### config.mk
export PLATFORM = sky130hd
export DESIGN_NAME = ntt_stage_sequencer
export DESIGN_NICKNAME = d
export VERILOG_FILES = /design/src/rtl/ntt_stage_sequencer.sv
export SDC_FILE = /design/constraint.sdc
export NUM_CORES = 1
export LEC_CHECK = 0
export CAP_MARGIN = 20
export CORE_MARGIN = 2
export CORE_UTILIZATION = 40
export CTS_CLUSTER_DIAMETER = 200
export CTS_CLUSTER_SIZE = 24
export DETAILED_ROUTE_END_ITERATION = 8
export GPL_TIMING_DRIVEN = 0
export PLACE_DENSITY = 0.72
export SYNTH_ARGS = -nofsm -noshare
export SYNTH_HDL_FRONTEND = slang
export SYNTH_SLANG_ARGS = --single-unit
### constraint.sdc
create_clock -name clk -period 4.2 [get_ports clk]
set_input_delay 0.42 -clock clk [delete_from_list [all_inputs] [get_ports clk]]
set_output_delay 0.42 -clock clk [all_outputs]
set_load 0.01 [all_outputs]
### src/rtl/ntt_stage_sequencer.sv
// Stage sequencer for the radix-2 NTT core: read/twiddle address generation per stage,
// PE-latency write replay, and inter-stage pipeline drain.
module ntt_stage_sequencer #(
   parameter int unsigned RING_SIZE  = 256,
   parameter int unsigned PE_LATENCY = 3,
   localparam int unsigned ADDR_W    = $clog2(RING_SIZE / 2),
   localparam int unsigned TW_W      = $clog2(RING_SIZE),
   localparam int unsigned STAGE_W   = ($clog2(RING_SIZE) > 1) ? $clog2($clog2(RING_SIZE)) : 1
) (
   input  logic               clk,
   input  logic               reset,
   input  logic               start,
   output logic               rd_en,
   output logic [ADDR_W-1:0]  rd_addr,
   output logic [TW_W-1:0]    tw_addr,
   output logic               wr_en,
   output logic [ADDR_W-1:0]  wr_addr,
   output logic [STAGE_W-1:0] stage,
   output logic               sel_a,
   output logic               sel_b,
   output logic               last_stage,
   output logic               busy,
   output logic               done
);

   localparam int unsigned H       = RING_SIZE / 2;
   localparam int unsigned LOGH    = $clog2(H);
   localparam int unsigned STAGES  = $clog2(RING_SIZE);
   localparam int unsigned DRAIN_W = (PE_LATENCY > 1) ? $clog2(PE_LATENCY) : 1;

   typedef enum logic [1:0] {IDLE, RUN, DRAIN, FIN} state_t;

   state_t               state_q, state_n;
   logic [ADDR_W-1:0]    k_q, k_n;
   logic [STAGE_W-1:0]   stage_q, stage_n;
   logic [DRAIN_W-1:0]   drain_q, drain_n;
   logic                 run_n, busy_n, last_n;
   logic [TW_W-1:0]      tw_base, tw_off, tw_n;

   logic [PE_LATENCY-1:0] dl_en;
   logic [ADDR_W-1:0]     dl_addr [PE_LATENCY];

   // Next-state logic and next values of the registered outputs
   always_comb begin
      state_n = state_q;
      k_n     = k_q;
      stage_n = stage_q;
      drain_n = drain_q;
      case (state_q)
         IDLE: begin
            if (start) begin
               state_n = RUN;
               k_n     = '0;
               stage_n = '0;
            end
         end
         RUN: begin
            if (k_q == ADDR_W'(H - 1)) begin
               state_n = DRAIN;
               drain_n = '0;
            end else begin
               k_n = k_q + ADDR_W'(1);
            end
         end
         DRAIN: begin
            if (drain_q == DRAIN_W'(PE_LATENCY - 1)) begin
               if (stage_q == STAGE_W'(STAGES - 1)) begin
                  state_n = FIN;
               end else begin
                  state_n = RUN;
                  stage_n = stage_q + STAGE_W'(1);
                  k_n     = '0;
               end
            end else begin
               drain_n = drain_q + DRAIN_W'(1);
            end
         end
         FIN:     state_n = IDLE;
         default: state_n = IDLE;
      endcase

      run_n   = (state_n == RUN);
      busy_n  = run_n || (state_n == DRAIN);
      last_n  = busy_n && (stage_n == STAGE_W'(STAGES - 1));
      // tw = (2^s - 1) + (k >> (LOGH - s)); peaks at N-2, so TW_W bits suffice
      tw_base = (TW_W'(1) << stage_n) - TW_W'(1);
      tw_off  = TW_W'(k_n) >> (32'(LOGH) - 32'(stage_n));
      tw_n    = run_n ? (tw_base + tw_off) : '0;
   end

   always_ff @(posedge clk) begin
      if (reset) begin
         state_q    <= IDLE;
         k_q        <= '0;
         stage_q    <= '0;
         drain_q    <= '0;
         rd_en      <= 1'b0;
         rd_addr    <= '0;
         tw_addr    <= '0;
         stage      <= '0;
         sel_a      <= 1'b0;
         sel_b      <= 1'b0;
         last_stage <= 1'b0;
         busy       <= 1'b0;
         done       <= 1'b0;
         dl_en      <= '0;
         for (int i = 0; i < int'(PE_LATENCY); i++) dl_addr[i] <= '0;
      end else begin
         state_q    <= state_n;
         k_q        <= k_n;
         stage_q    <= stage_n;
         drain_q    <= drain_n;
         rd_en      <= run_n;
         rd_addr    <= run_n ? k_n : '0;
         tw_addr    <= tw_n;
         stage      <= busy_n ? stage_n : '0;
         sel_a      <= busy_n & stage_n[0];
         sel_b      <= last_n;
         last_stage <= last_n;
         busy       <= busy_n;
         done       <= (state_n == FIN);
         // Write replay line: each issued read reappears PE_LATENCY cycles later
         dl_en[0]   <= rd_en;
         dl_addr[0] <= rd_addr;
         for (int i = 1; i < int'(PE_LATENCY); i++) begin
            dl_en[i]   <= dl_en[i-1];
            dl_addr[i] <= dl_addr[i-1];
         end
      end
   end

   assign wr_en   = dl_en[PE_LATENCY-1];
   assign wr_addr = dl_addr[PE_LATENCY-1];

endmodule

# ---- Yosys cells after proc, flatten, opt, wreduce, memory -nomap -nowiden
# Memories as Yosys holds them, arrays and structs flattened.
# Cells that the tools add are included.
# W data, S select, Z words.
dict set report classes {
  n_eq_ne 12
  n_bitwise 6
  reduce_logical 7
  mux 23
  n_shift 2
  addsub 6
}
# operator count
set ops {}
lappend ops {{$mux W7} 7}
lappend ops {{$shr A7 B32 Y8} 1}
lappend ops {{$pmux W7 S3} 1}
lappend ops {{$mux W2} 6}
lappend ops {{$eq A2 B2 Y1 const B} 5}
lappend ops {{$mux W3} 3}
lappend ops {{$add A8 B8 Y8} 1}
lappend ops {{$pmux W2 S4} 1}
lappend ops {{$shl A1 B3 Y8 const A} 1}
lappend ops {{$sub A8 B2 Y8 const B} 1}
lappend ops {{$add A7 B1 Y7 const B} 1}
lappend ops {{$eq A7 B7 Y1 const B} 1}
lappend ops {{$eq A3 B3 Y1 const B} 2}
lappend ops {{$pmux W3 S2} 1}
lappend ops {{$eq A2 B1 Y1 const B} 2}
lappend ops {{$ne A2 B2 Y1 const B} 2}
lappend ops {{$pmux W2 S2} 1}
lappend ops {{$reduce_or A2 Y1} 2}
lappend ops {{$sub A3 B3 Y4 const A} 1}
lappend ops {{$add A3 B1 Y3 const B} 1}
lappend ops {{$mux W1} 3}
lappend ops {{$or A1 B1 Y1} 3}
lappend ops {{$reduce_and A3 Y1} 1}
lappend ops {{$add A2 B1 Y2 const B} 1}
lappend ops {{other kinds (6)} 7}
dict set report totals {
  reg_bits 40
  ramBits 21
  word_cells 70
  n_memories 1
  out_inout_bits 32
  in_bits 3
}
# memory depth width rd rd_ports_with_merged_regs write_ports line
set mem_list {}
lappend mem_list {dl_addr 3 7 3 0 3 41} ;# logic [ADDR_W-1:0] dl_addr [PE_LATENCY];

# ---- Depth between registers and ports, before layout
dict set report depth {
  depth_word 8
  mapped_depth 20
  ltp_nobuf 18
}

# ---- Worst setup path after synthesis
# OpenSTA, ideal clock, no wires.
dict set report synth_path {
  kind {register -> register}
  startpoint {reg drain_q[0]}
  endpoint {reg tw_addr[7]}
  slack_ns 0.402
  setup_ns 0.118
  period_less_slack_ns 3.798
  n_path_buf 1
  path_stages_with_launch 19
  t_required_ns 4.082
  arrival_ns 3.680
  path_cell_list {dfxtp_1 > inv_1 > ha_1 > a21bo_1 > buf_6 > o311ai_2 > mux2_2 > a222oi_1 > a22oi_1 > ha_1 > inv_1 > ha_1 > fa_1 > a21o_1 > a21oi_1 > or4b_2 > nand4_1 > xor2_1 > nor2_1}
}
dict set report synth_via {
  elab_chain_cells 6
  word_cells_on_any_way 15
  classes_between {add/sub: 3; eq/ne: 2; shift: 2; mux: 6; bitwise: 1; reduce/logical: 1}
}
# element line
set synth_rtl {}
lappend synth_rtl {{start: declaration} 36} ;# logic [DRAIN_W-1:0] drain_q, drain_n;
lappend synth_rtl {{start signal: assignment} 112} ;# drain_q <= drain_n;
lappend synth_rtl {{$eq A2 B2 Y1 *} 66} ;# if (drain_q == DRAIN_W'(PE_LATENCY - 1)) begin
lappend synth_rtl {{$mux W3 / $mux W2 (equally long branches)} 66}
lappend synth_rtl {{$pmux W3 S2 / $pmux W2 S4 (equally long branches)} 49} ;# case (state_q)
lappend synth_rtl {{$sub A3 B3 Y4 (tied with other cells)} 87} ;# tw_off = TW_W'(k_n) >> (32'(LOGH) - 32'(stage_n));
lappend synth_rtl {{$shr A7 B32 Y8 (tied with other cells)} 87}
lappend synth_rtl {{$add A8 B8 Y8 / $reduce_or A2 Y1 (equally long branches)} -}
lappend synth_rtl {{end signal: assignment} 115} ;# tw_addr <= tw_n;
lappend synth_rtl {{end: declaration} 15} ;# output logic [TW_W-1:0] tw_addr,
# Mark *: on every way between the ends. The rest lies on a longest branch, timed or not.
# A chain may end at the register's enable or synchronous reset.

# ---- Worst setup path after layout
# Same ends and word-level chain as after synthesis.

==> results by group <==
Clocking
  – Longest Clk Path Bufs: 2
  – Root Driver: clkbuf_8
  – H-Tree Depth: 3
  – Clk_lat worst skew: about 0.34 ns
  – CTS tree: done
  – Clock-pin slew on the worst setup and hold paths: 0.07 ns
  – Num Clock Sinks: 61
  – # hold bufs at CTS: 0
  – CTS Buf Count: 9

Timing
  – Max-slew violations: 0
  – Post-route setup slack: 0.146 ns
  – Hold Violations, Final: 0
  – Part of the cycle the worst path needs: 0.965
  – Layout Skew: 0.00850 ns
  – # setup viols final: 0
  – Final Critical Period: a little over 4 ns
  – Tightest Pin Transition: roughly 0.57 ns
  – Slew headroom: 0.620
  – Fmax: between 0.2 and 0.25 GHz

GRT
  – Vias in the first global route: 2,231
  – Initial antenna violation count: 0
  – Total Routing Usage GR: 0.167
  – Largest net degree at the start of global routing: 13
  – Total gr overflow: 0
  – First-pass GRT wire length: roughly 10 mm

Yosys
  – Syn_nets: 326
  – Synth top cells by count: dfxtp_1, nor2_1, nor2b_1
  – Async set-or-reset flop fraction in the synthesized netlist: 0
  – Sequential share of the synthesized area: 0.431
  – Seq cells post-synth: between 60 and 70
  – Top cells by area, synth: dfxtp_1, ha_1, nor2b_1
  – Area share of the largest cell type after synthesis: 0.431
  – Most used DFF post-synth: dfxtp_1
  – Post-synth EDFFs: 0
  – Top-count cell post-synth: dfxtp_1
  – Syn Std Cell Area: 0.00284 mm2
  – Mapped Cells: 305
  – Area leader, netlist: dfxtp_1
  – Yosys warns: 0
  – Synthesized area per cell: 9.30 um2
  – Yosys cell types: just over 60

Detailed routing
  – Vias: 2,327
  – Vias per cell: 5.10
  – Routed Wire Length: 6.16 mm
  – DRC errors left: 0
  – Drt wl/cell: 13.5 um
  – Drt pass-1 iters: 4
  – Iter 0 DRT Violations: about 150
  – DRT antenna net count: 0

Placed design
  – Pre-CTS WS: -0.236 ns
  – Port buffer count: 33
  – RePlAce Congestion: 0.873
  – DP Wirelength: roughly 4.4 mm

Min path
  – Min-delay src: dl_addr[0][3]
  – Worst hold path class: register to register
  – Hold Path Depth: 1

Job
  – Max-Cap Viols: 0

Floorplanning
  – Die footprint: 0.00778 mm2
  – Initial core utilization: 0.415
  – FP Rows: 30
  – CORE AREA: a little under 0.007 mm2
  – Die W: 88.2 um
  – Die Ht: 88.2 um
  – I/O pin cnt: 35

Critical path
  – Crit Path Max Fanout: 9
  – CP Launch Type: register
  – CP Class: register to register
  – Worst EP required: 4.43 ns
  – CP Launch Point: drain_q[0]
  – R2R cell count: 18
  – Crit path DAT: 4.29 ns
  – Critical Path Sink Type: register
  – RR Startpoint: drain_q[0]

Finish
  – Fill count: 672
  – Final #Nets: 376
  – Syn-to-layout area delta: 27.3%
  – Antenna Cells: 0
  – Storage cell area: 0.00122 mm2
  – Share of cells above drive strength 1: 0.164
  – Multi-input logic area: about 0.0015 mm2
  – Post-layout util: 0.528

Power and ir drop
  – P_leak: 1.46 nW
  – Maximum VDD drop: 0.182 mV
  – PD cells: 324 mW/mm2

Run status
  – Run status: complete, no violations
## final timing paths
| kind | end | slack, ns |
|---|---|---|
| max | tw_addr[7] | 0.15 |
| min reg2reg | dl_addr[0][10] | 0.44 |
| max reg2reg | tw_addr[7] | 0.15 |
| min | dl_addr[0][10] | 0.44 |
## cell families after synthesis
logic type                 after synthesis  synth area share
DFF                                     61             0.431
and+or+nand+nor                        119             0.222
xor gates and xnor gates                 5            0.0154
adders and majority gates               18            0.0821
muxes                                    3            0.0115
buffers and inverters                   38            0.0680
AOI/OAI and AO/OA                       61             0.170
## cell usage in the layout (no fill, tap or decap), types with 2 or more instances in the layout
cell and count:
nand4_1 3, nor2b_1 28, a21oi_1 11, a21oi_2 2, dfxtp_2 2, nand2_1 18, o21ai_0 4, a41o_1 2
o211ai_1 3, ha_1 15, xnor2_1 3, nor3_1 10, nand3_1 3, and2_1 2, o21bai_1 2, clkinv_2 2
o21ai_2 2, a31oi_1 4, xor2_1 2, and3_1 2, buf_4 15, inv_1 18, nor2_1 36, buf_1 3
clkbuf_8 9, buf_6 2, dfxtp_1 59, a22oi_1 4, a221o_1 2, ha_4 2, a21o_1 5, clkinv_4 3
a2bb2oi_1 2, clkbuf_1 5, clkdlybuf4s50_1 33, nand2b_1 4
## metrics by stage
stage | hold slack (ns) | cells | power (mW) | instance area [um2] | TNS (ns)
floorplan | 0.414 | 305 | 0.634 | 2840 | 0
global placement | 0.417 | 434 | 0.653 | 3290 | -0.198
detailed placement | 0.424 | 434 | 0.653 | 3290 | -0.236
CTS | 0.441 | 450 | 1.17 | 3490 | 0
global route | 0.453 | 456 | 1.20 | 3610 | -0.0614
finish | 0.437 | 456 | 1.17 | 3610 | 0
## layer usage
layer / global-route usage / vias to the layer above / routed length (um)
met5: 0 / - / 0
met4: 0.105 / 0 / 183
met3: 0.0405 / 18 / 212
met2: 0.269 / 54 / 3010
met1: 0.198 / 1110 / 2760
li1: - / 1145 / -
## power by group
group	total, mW	switching, mW	internal (mW)
logic	0.0558	0.0355	0.0203
clock network	0.523	0.247	0.277
registers	0.588	0.00389	0.584
## flip-flops by register name, indices dropped and copies added, names as in the netlist
name and count:
dl_en 3, rd_addr 7, stage 3, done 1, stage_q 3, last_stage 1
rd_en 1, tw_addr 8, state_q 2, busy 1, k_q 7, sel_a 1
drain_q 2, dl_addr 21
## layout make-up
cell class / count / share of cell area
Multi-Input combinational cell: 206 / 0.415
Sequential cell: 61 / 0.339
Timing Repair Buffer: 39 / 0.104
Buffer: 20 / 0.0347
Clock buffer: 9 / 0.0343
Tap cell: 96 / 0.0333
Clock inverter: 7 / 0.0208
Inverter: 18 / 0.0187
## worst max-delay path, cell delays in order (launching register included)
cell and delay, ns:
dfxtp_1 0.32, inv_1 0.10, ha_4 0.16, a21bo_1 0.21, buf_6 0.14, o311ai_4 0.28
mux2_2 0.37, a222oi_1 0.25, a22oi_1 0.14, ha_1 0.32, inv_1 0.06, ha_1 0.18
fa_2 0.22, a21o_1 0.11, a21oi_1 0.10, or4b_2 0.62, nand4_1 0.16, xor2_1 0.15
nor2_1 0.05
## repair_timing
item,CTS,global route
pin swaps,0,6
resized for setup,1,15
endpoints found under the setup margin,1,1
setup buffers,0,6
No activity file was read; power rests on OpenSTA's default activity.
